### src/rtl/uart_tx_fifo_param_if.sv
// uart_tx_fifo_param_if: write-side bus of the UART TX FIFO (strobe, data, level/status flags).
interface uart_tx_fifo_param_if #(
    parameter int DBIT       = 8,
    parameter int FIFO_DEPTH = 16
);
    logic                          wr_uart;
    logic [DBIT-1:0]               w_data;
    logic                          tx_full;
    logic                          tx_empty;
    logic [$clog2(FIFO_DEPTH):0]   fifo_level;
    logic                          incorrect_send;
    modport master (output wr_uart, w_data, input tx_full, tx_empty, fifo_level, incorrect_send);
    modport slave  (input wr_uart, w_data, output tx_full, tx_empty, fifo_level, incorrect_send);
endinterface

### src/rtl/uart_tx_fifo_param.sv
// uart_tx_fifo_param: TX FIFO feeding a 16x-oversampled UART serialiser with optional parity
// and two stop bits. Define UART_TX_BREAK_EN to add the send_break input and BREAK state.
module uart_tx_fifo_param #(
    parameter int DBIT       = 8,
    parameter int FIFO_DEPTH = 16,
    parameter int DVSR_W     = 10
) (
    input  logic                CLK,
    input  logic                Reset,
    uart_tx_fifo_param_if.slave wbus,
    input  logic [DVSR_W-1:0]   divsr,
    input  logic                parity_en,
    input  logic                parity_odd,
    input  logic                stop2,
`ifdef UART_TX_BREAK_EN
    input  logic                send_break,
`endif
    output logic                tx,
    output logic                tx_done
);
    localparam int AW = $clog2(FIFO_DEPTH);
    localparam logic [3:0] NLAST = 4'(DBIT - 1);

`ifdef UART_TX_BREAK_EN
    typedef enum logic [2:0] {IDLE, START, DATA, PARITY, STOP, BRK, BRK_STOP} state_t;
`else
    typedef enum logic [2:0] {IDLE, START, DATA, PARITY, STOP} state_t;
`endif

    state_t            state;
    logic [DBIT-1:0]   mem [FIFO_DEPTH];
    logic [AW-1:0]     wr_ptr, rd_ptr;
    logic [AW:0]       level;
    logic              full, empty, push, pop, tick, hold, stop_end, brk_req;
    logic [DVSR_W-1:0] cnt, divsr_l;
    logic [4:0]        s_cnt;
    logic [3:0]        n;
    logic [DBIT-1:0]   sh;
    logic              par_bit, parity_en_l, stop2_l;

`ifdef UART_TX_BREAK_EN
    assign brk_req = send_break;
    assign hold    = (state == IDLE) || (state == BRK);
`else
    assign brk_req = 1'b0;
    assign hold    = state == IDLE;
`endif

    assign full     = level == (AW+1)'(FIFO_DEPTH);
    assign empty    = level == '0;
    assign push     = wbus.wr_uart && !full;
    assign tick     = cnt == divsr_l;
    assign stop_end = (state == STOP) && tick && (s_cnt == (stop2_l ? 5'd31 : 5'd15));
    assign pop      = !empty && (((state == IDLE) && !brk_req) || stop_end);
    assign tx_done  = stop_end;

    assign wbus.tx_full    = full;
    assign wbus.tx_empty   = empty;
    assign wbus.fifo_level = level;

    // FIFO storage: written on accepted pushes only.
    always_ff @(posedge CLK) begin
        if (push) mem[wr_ptr] <= wbus.w_data;
    end

    // FIFO pointers, level and the rejected-write pulse (judged on the pre-edge full flag).
    always_ff @(posedge CLK) begin
        if (Reset) begin
            wr_ptr              <= '0;
            rd_ptr              <= '0;
            level               <= '0;
            wbus.incorrect_send <= 1'b0;
        end else begin
            if (push) wr_ptr <= wr_ptr + 1'b1;
            if (pop) rd_ptr <= rd_ptr + 1'b1;
            level               <= level + {{AW{1'b0}}, push} - {{AW{1'b0}}, pop};
            wbus.incorrect_send <= wbus.wr_uart && full;
        end
    end

    // Frame sequencer: steps through the frame on 16 ticks per bit and drives tx from a register.
    always_ff @(posedge CLK) begin
        if (Reset) begin
            state       <= IDLE;
            tx          <= 1'b1;
            cnt         <= '0;
            s_cnt       <= '0;
            n           <= '0;
            sh          <= '0;
            par_bit     <= 1'b0;
            divsr_l     <= '0;
            parity_en_l <= 1'b0;
            stop2_l     <= 1'b0;
        end else begin
            cnt <= (hold || tick) ? '0 : cnt + 1'b1;
            case (state)
                IDLE: begin
`ifdef UART_TX_BREAK_EN
                    if (send_break) begin
                        state   <= BRK;
                        tx      <= 1'b0;
                        divsr_l <= divsr;
                    end else
`endif
                    if (pop) begin
                        state <= START;
                        tx    <= 1'b0;
                    end
                end
                START: if (tick) begin
                    if (s_cnt == 5'd15) begin
                        s_cnt <= '0;
                        state <= DATA;
                        tx    <= sh[0];
                    end else s_cnt <= s_cnt + 1'b1;
                end
                DATA: if (tick) begin
                    if (s_cnt == 5'd15) begin
                        s_cnt <= '0;
                        sh    <= sh >> 1;
                        if (n == NLAST) begin
                            state <= parity_en_l ? PARITY : STOP;
                            tx    <= parity_en_l ? par_bit : 1'b1;
                        end else begin
                            n  <= n + 1'b1;
                            tx <= sh[1];
                        end
                    end else s_cnt <= s_cnt + 1'b1;
                end
                PARITY: if (tick) begin
                    if (s_cnt == 5'd15) begin
                        s_cnt <= '0;
                        state <= STOP;
                        tx    <= 1'b1;
                    end else s_cnt <= s_cnt + 1'b1;
                end
                STOP: if (stop_end) begin
                    s_cnt <= '0;
                    state <= pop ? START : IDLE;
                    tx    <= !pop;
                end else if (tick) s_cnt <= s_cnt + 1'b1;
`ifdef UART_TX_BREAK_EN
                BRK: if (!send_break) begin
                    s_cnt <= '0;
                    state <= BRK_STOP;
                    tx    <= 1'b1;
                end
                BRK_STOP: if (tick) begin
                    if (s_cnt == 5'd15) begin
                        s_cnt <= '0;
                        state <= IDLE;
                    end else s_cnt <= s_cnt + 1'b1;
                end
`endif
                default: begin
                    state <= IDLE;
                    tx    <= 1'b1;
                end
            endcase
            if (pop) begin
                sh          <= mem[rd_ptr];
                par_bit     <= ^mem[rd_ptr] ^ parity_odd;
                divsr_l     <= divsr;
                parity_en_l <= parity_en;
                stop2_l     <= stop2;
                s_cnt       <= '0;
                n           <= '0;
            end
        end
    end
endmodule
### src/flat_wrapper.sv
// flat-port wrapper written by rule: the top's interface ports become plain ports
module uart_tx_fifo_param_flat 
#(
    parameter int DBIT       = 8,
    parameter int FIFO_DEPTH = 16,
    parameter int DVSR_W     = 10
)
  (CLK, Reset, divsr, parity_en, parity_odd, stop2, tx, tx_done, wbus_wr_uart, wbus_w_data, wbus_tx_full, wbus_tx_empty, wbus_fifo_level, wbus_incorrect_send);
  uart_tx_fifo_param_if #(.DBIT(DBIT), .FIFO_DEPTH(FIFO_DEPTH)) wbus_i ();
  input  logic CLK;
  input  logic Reset;
  input  logic [DVSR_W-1:0] divsr;
  input  logic parity_en;
  input  logic parity_odd;
  input  logic stop2;
  output logic tx;
  output logic tx_done;
  input wire logic [$bits(wbus_i.wr_uart)-1:0] wbus_wr_uart;
  input wire logic [$bits(wbus_i.w_data)-1:0] wbus_w_data;
  output wire logic [$bits(wbus_i.tx_full)-1:0] wbus_tx_full;
  output wire logic [$bits(wbus_i.tx_empty)-1:0] wbus_tx_empty;
  output wire logic [$bits(wbus_i.fifo_level)-1:0] wbus_fifo_level;
  output wire logic [$bits(wbus_i.incorrect_send)-1:0] wbus_incorrect_send;
  assign wbus_i.wr_uart = wbus_wr_uart;
  assign wbus_i.w_data = wbus_w_data;
  assign wbus_tx_full = wbus_i.tx_full;
  assign wbus_tx_empty = wbus_i.tx_empty;
  assign wbus_fifo_level = wbus_i.fifo_level;
  assign wbus_incorrect_send = wbus_i.incorrect_send;
  uart_tx_fifo_param #(.DBIT(DBIT), .FIFO_DEPTH(FIFO_DEPTH), .DVSR_W(DVSR_W)) u_core (.CLK(CLK), .Reset(Reset), .wbus(wbus_i), .divsr(divsr), .parity_en(parity_en), .parity_odd(parity_odd), .stop2(stop2), .tx(tx), .tx_done(tx_done));
endmodule
### config.mk
export PLATFORM = sky130hd
export DESIGN_NAME = uart_tx_fifo_param_flat
export DESIGN_NICKNAME = d
export VERILOG_FILES = /design/src/rtl/uart_tx_fifo_param_if.sv /design/src/rtl/uart_tx_fifo_param.sv /design/src/flat_wrapper.sv
export SDC_FILE = /design/constraint.sdc
export NUM_CORES = 1
export LEC_CHECK = 0
export ABC_AREA = 1
export CORE_ASPECT_RATIO = 0.7
export CORE_MARGIN = 4
export CORE_UTILIZATION = 41
export DETAILED_ROUTE_END_ITERATION = 7
export PLACE_DENSITY_LB_ADDON = 0.2
export SYNTH_ARGS = -nofsm -noshare
export SYNTH_HDL_FRONTEND = slang
export SYNTH_SLANG_ARGS = --single-unit
### constraint.sdc
create_clock -name CLK -period 2.6 [get_ports CLK]
set_input_delay 0.26 -clock CLK [delete_from_list [all_inputs] [get_ports CLK]]
set_output_delay 0.26 -clock CLK [all_outputs]
set_load 0.05 [all_outputs]
==> results of run 1 <==
[metrics by stage]
step                      setup TNS [ps]  util, %
after CTS                              0     49.8
after global routing                -201     50.0
after global placement                 0     46.9
after floorplan                     -129        -
final                             -0.354     50.0
after detailed placement           -54.2     46.9
[final cells by class]
cell class              instances  area, um2
repair buffers                 74        673
inverters                     110        423
well taps                     270        338
clock buffers                  21        440
clock inverters                11        133
flip-flops and latches        190       5100
multi-input cells             601       2920
fillers                      1864      10000
[where the power goes]
group          total [mW]  internal [mW]  switching, mW
clock network        2.57           1.43           1.14
registers            3.78           3.57          0.213
logic                3.95           1.38           2.58
total                10.3           6.38           3.93
[registers in the layout, indices dropped and copies added (netlist names), named ones only]
register,count
u_core.mem,128
u_core.parity_en_l,1
u_core.cnt,10
u_core.n,4
u_core.wr_ptr,4
u_core.s_cnt,5
u_core.divsr_l,10
u_core.sh,8
u_core.wbus.fifo_level,5
u_core.tx,1
u_core.par_bit,1
u_core.state,3
u_core.wbus.incorrect_send,1
u_core.rd_ptr,4
u_core.stop2_l,1
[timing repair]
item / in CTS / in global routing
buffers inserted: 0 / 1
setup endpoints to repair: 1 / 3
pin swaps: 0 / 1
resized for setup: 6 / 11
[cell families (layout without fill, tap and decap cells)]
family	count (synthesis)	in the layout	synth area share (%)
buffers and inverters	143	216	7.10
AO/OA/AOI/OAI	88	88	5.53
AND/OR/NAND/NOR	483	483	23.6
flip-flops	190	190	59.9
XOR/XNOR	13	13	1.34
adder cells (fa/ha/maj)	17	17	2.59
[layer usage]
layer	vias up	GRT usage [%]	routed length, um	share of wire, %
li1	3155	-	-	-
met1	2826	26.2	9790	52
met2	126	24.3	8000	42
met3	10	3.65	1030	5.4
met4	0	4.93	178	0.94
met5	-	0	0	0
[layout by cell type, fill, tap and decap left out, types with 2 or more instances in the layout]
cell,synthesis,layout
edfxtp_1,128,128
inv_4,0,4
clkbuf_16,0,17
nor3_1,8,5
nor3b_1,6,6
nor3_2,1,3
xnor2_1,5,5
bufinv_16,0,2
clkdlybuf4s50_1,0,32
nand4_1,4,4
o211ai_1,6,6
dfxtp_2,0,8
clkinv_4,0,2
buf_4,2,39
nand2_1,253,252
a21oi_1,31,31
nor2_2,2,4
o21ai_0,45,44
inv_2,11,15
or2_2,3,3
dfxtp_4,0,2
ha_1,16,12
clkbuf_1,10,4
o21ai_1,1,2
nand2_2,3,3
ha_4,0,3
inv_1,99,91
buf_12,0,3
xor2_1,8,8
or2_0,5,5
clkinvlp_4,0,3
nor2_1,115,112
dfxtp_1,62,52
nand3_1,81,79
inv_6,0,2
[worst paths after layout]
| kind | depth (start not counted) | slack (ps) | end |
|---|---|---|---|
| min | 3 | 440 | u_core.wbus.incorrect_send$_SDFF_PP0_ |
| min reg2reg | 2 | 470 | u_core.sh[7]$_SDFFE_PP0P_ |
| max | 19 | -0.4 | u_core.wbus.fifo_level[4]$_SDFF_PP0_ |
| max reg2reg | 19 | -0.4 | u_core.wbus.fifo_level[4]$_SDFF_PP0_ |
[critical path, stage by stage, from the launching register on]
cell	delay, ps
dfxtp_2	320
xor2_1	170
nor3_2	150
nand2_1	100
nor2_1	120
nand2_2	80
inv_2	70
nand3_2	80
nand2_2	90
nand2_4	70
inv_4	60
ha_4	190
inv_4	50
ha_4	120
inv_2	40
fa_2	370
nor3_2	140
a211oi_2	70
o21ai_1	140
a21oi_1	50
==> flow_summary.json, run 1 <==
{
  "status": "finished with violations",
  "violations": "negative setup slack",
  "drt-total-wl_um": 19000,
  "core.rowCount": 43,
  "grt_pass1_vias": 5660,
  "dp.cells": 1244,
  "grt_remaining_overflow": 0,
  "grt_max_degree": 46,
  "core_um2": 20100,
  "cts.sinks": 190,
  "cts-root-buf": "clkbuf_16",
  "worst_slew_pin_slew_ps": 707,
  "pre_cts_slack_ps": -54.2,
  "netlist_instances": 934,
  "worst-setup-path-type": "flop to flop",
  "grt_usage_pct": 17.0,
  "place.port_buffers": 33,
  "endpoint_kind": "flop",
  "synth_seq_cells": 190,
  "yosysSeqAreaShare_pct": 59.9,
  "antennaDiodeCount": 0,
  "p_per_area_nw_per_um2": 1030,
  "synth.distinct_cells": 34,
  "whs_ps": 438,
  "vdd_drop_max_mv": 0.582,
  "clkSlewWorstSetupHoldPaths_ps": 70,
  "ys_warn_count": 0,
  "design_area_um2": 10000,
  "fin_crit_sh_pct": 100,
  "min_from": "wbus_wr_uart",
  "antenna_found_initial": 0,
  "first_iter_violations": 595,
  "yosys-top-cells-count": "nand2_1, edfxtp_1, nor2_1",
  "total_power_mw": 10.3,
  "p_leak_nw": 4.05,
  "cts-htree-levels": 4,
  "crit_start": "u_core.divsr_l[7]$_SDFFE_PP0N_",
  "synth.area.top_cells": "edfxtp_1, dfxtp_1, nand2_1",
  "min_period_ps": 2600,
  "hold_class": "input port to flop",
  "synth_edf_count": 128,
  "drive_above_1_share_pct": 12.3,
  "fin_cells": 1277,
  "dieArea_um2": 23100,
  "finClkSkew_ps": 14.1,
  "yosys.area.top_type": "edfxtp_1",
  "netlist.area_leader.share_pct": 45.3,
  "num-nets-final": 1035,
  "async_flop_share_pct": 0,
  "vias_per_cell": 4.79,
  "globalplace.congestion": 0.804,
  "post_dp_cell_area_um2": 9410,
  "crit_required_ps": 2920,
  "place_hpwl_um": 12900,
  "die_y_um": 128,
  "netlist_area_um2": 8490,
  "wl_per_cell_um": 14.9,
  "synth_nets": 975,
  "yosysMostFrequentCell": "nand2_1",
  "drc": 0,
  "setup_ws_ps": -0.354,
  "max_freq_mhz": 385,
  "first_pass_iters": 5,
  "postCtsHoldBufs": 0,
  "cp_max_fo": 3,
  "initial_core_util_pct": 42.3,
  "avgSynthCellArea_um2": 9.09,
  "io_pins": 34,
  "cts_made_buffers": 17,
  "setup_violations": 1,
  "hold_viol_final": 0,
  "maxCapViolCount": 0,
  "rr_startpoint": "u_core.divsr_l[7]$_SDFFE_PP0N_",
  "crit_arrival_ps": 2920,
  "critPathLaunchType": "flop",
  "cts_tree": "yes",
  "die_w_um": 180,
  "synthFlopType": "edfxtp_1",
  "grt_pass1_wl_um": 30800,
  "synthToLayoutAreaGrowth_pct": 18.1,
  "slew_headroom_pct": 52.7,
  "drv_slew": 0,
  "vias": 6117,
  "rsz0062_at_grt": "true",
  "clock_latency_ps": 430,
  "cts_max_path_buffers": 2,
  "ant_nets": 0
}
Power figures use the tool's default switching activity.
==> run 2: changes to the inputs <==
--- a/config.mk
+++ b/config.mk
@@ -8,7 +8,7 @@
 export ABC_AREA = 1
 export CORE_ASPECT_RATIO = 0.7
 export CORE_MARGIN = 4
-export CORE_UTILIZATION = 41
+export CORE_UTILIZATION = 55
 export DETAILED_ROUTE_END_ITERATION = 7
 export PLACE_DENSITY_LB_ADDON = 0.2
 export SYNTH_ARGS = -nofsm -noshare
==> flow_summary.json, run 2 (synthesis gave the netlist of run 1 again) <==
{
  "status": "completed",
  "antennaDiodeCount": 0,
  "hold_class": "input port to flop",
  "top_register": "u_core.mem",
  "crit_arrival_ps": 2950,
  "area.sequential_um2": 5100,
  "r2r_end": "u_core.wbus.fifo_level[4]$_SDFF_PP0_",
  "path_buf_inv": 5,
  "min_period_ps": 2580,
  "rsz0062_at_grt": "true",
  "cts-root-buf": "clkbuf_16",
  "die_y_um": 112,
  "max_freq_mhz": 387,
  "synthToLayoutAreaGrowth_pct": 17.2,
  "p_per_area_nw_per_um2": 1060,
  "vias_per_cell": 5.17,
  "drt-total-wl_um": 18100,
  "nFillCells": 1204,
  "cts_tree": "yes",
  "core_um2": 14900,
  "die_w_um": 157,
  "vias": 6208,
  "num-nets-final": 1034,
  "ff2ff_path_depth": 19,
  "crit_required_ps": 2970,
  "multi_input_area_um2": 2910,
  "vdd_drop_max_mv": 0.834,
  "maxCapViolCount": 0,
  "top_regs": "u_core.mem x128, u_core.cnt x10, u_core.divsr_l x10",
  "antenna_found_initial": 0,
  "grt_pass1_vias": 5836,
  "dieArea_um2": 17500,
  "worst-setup-path-type": "flop to flop",
  "clock_latency_ps": 440,
  "first_pass_iters": 5,
  "cp_slowest_cell": "fa_2",
  "hold_depth": 3,
  "hold_path_end": "u_core.wbus.incorrect_send$_SDFF_PP0_",
  "wl_per_cell_um": 15.1,
  "endpoint_kind": "flop",
  "setup_violations": 0,
  "grt_pass1_wl_um": 29700,
  "drv_slew": 0,
  "cts-htree-levels": 4,
  "cts_made_buffers": 17,
  "place_hpwl_um": 12000,
  "whs_ps": 389,
  "drc": 0,
  "cp_max_fo": 2,
  "core.rowCount": 37,
  "first_iter_violations": 513,
  "cts.sinks": 190,
  "final_cell_mix": "nand2_1, edfxtp_1, nor2_1, inv_1, nand3_1",
  "clkSlewWorstSetupHoldPaths_ps": 70,
  "min_from": "wbus_wr_uart",
  "ant_nets": 0,
  "critPathTopFamily": "simple AND/OR/NAND/NOR gates",
  "hold_viol_final": 0,
  "grt_usage_pct": 21.8,
  "largest_reg_flops": 128,
  "finClkSkew_ps": 8.67,
  "critPathLaunchType": "flop",
  "grt_max_degree": 73,
  "io_pins": 34,
  "initial_core_util_pct": 57.0,
  "p_leak_nw": 4.06,
  "total_power_mw": 10.5,
  "place.port_buffers": 33,
  "globalplace.congestion": 0.802,
  "slowest_delay_ps": 390,
  "cts_max_path_buffers": 2,
  "path_cells": "xor2_1 > nor3_1 > nand2_1 > nor2_2 > nand2_2 > inv_2 > nand3_2 > nand2_2 > nand2_4 > inv_4 > ha_4 > inv_4 > ha_4 > inv_2 > fa_2 > nor3_4 > a211oi_2 > buf_4 > a21oi_1",
  "worst_slew_pin_slew_ps": 648,
  "drive_above_1_share_pct": 12.2,
  "fin_crit_sh_pct": 99.3,
  "rrSetupSlack_ps": 20,
  "rr_startpoint": "u_core.divsr_l[9]$_SDFFE_PP0N_",
  "slew_headroom_pct": 56.7,
  "grt_remaining_overflow": 0,
  "final_common_cell": "nand2_1"
}
==> run 2: metrics by stage <==
stage	setup TNS, ps	setup slack [ps]	util [%]	instance area, um2	std cells
after floorplan	-129	-129	-	8590	934
after global placement	0	33.8	62.3	9290	1166
after detailed placement	-83.8	-54.8	62.3	9290	1166
after CTS	-21.8	-21.8	66.7	9940	1200
after global routing	-433	-218	66.8	9960	1201
final	0	17.6	66.8	9960	1201
==> run 2: tightest hold or removal path: stages <==
cell and delay, ps:
clkdlybuf4s50_1 420, nand2_1 70, nor2_1 40
==> run 2: what timing repair did <==
action | CTS | global route
setup endpoints to repair | 2 | 2
resized for setup | 10 | 4
buffers inserted | 2 | 1
pin swaps | 9 | 8
hold buffers | 0 | 0
==> run 2: layout make-up <==
type	instances	share of cell area (%)
clock buffers	18	4.31
clock inverters	14	1.82
inverters	110	4.25
multi-input cells	601	29.2
flip-flops and latches	190	51.3
well taps	195	2.45
repair buffers	73	6.69
==> run 2: metal layers <==
metal  GRT usage (%)  routed length (um)  part of all wire [%]
met2            29.7                7430                    41
met4            7.63                 340                   1.9
met5               0                   0                     0
met1            33.9                9300                    51
met3            5.09                1020                   5.6
==> run 2: report_power, final <==
group / switching [mW] / total [mW] / internal [mW]
Combinational: 2.63 / 4.04 / 1.41
Clock: 1.16 / 2.69 / 1.53
Sequential: 0.216 / 3.79 / 3.57
Total: 4.00 / 10.5 / 6.52
==> run 2: worst max path at each step <==
| stage | startpoint | cells past startpoint | to | slack [ps] |
|---|---|---|---|---|
| after floorplan | u_core.wbus.fifo_level[3]$_SDFF_PP0_ | 18 | u_core.wbus.fifo_level[4]$_SDFF_PP0_ | -130 |
| after global placement | u_core.cnt[6]$_SDFF_PP0_ | 19 | u_core.wbus.fifo_level[4]$_SDFF_PP0_ | 30 |
| after detailed placement | u_core.cnt[6]$_SDFF_PP0_ | 19 | u_core.wbus.fifo_level[4]$_SDFF_PP0_ | -50 |
| after CTS | u_core.divsr_l[7]$_SDFFE_PP0N_ | 19 | u_core.wbus.fifo_level[4]$_SDFF_PP0_ | -20 |
| after global routing | u_core.divsr_l[9]$_SDFFE_PP0N_ | 19 | u_core.wbus.fifo_level[4]$_SDFF_PP0_ | -220 |
| final | u_core.divsr_l[9]$_SDFFE_PP0N_ | 19 | u_core.wbus.fifo_level[4]$_SDFF_PP0_ | 20 |
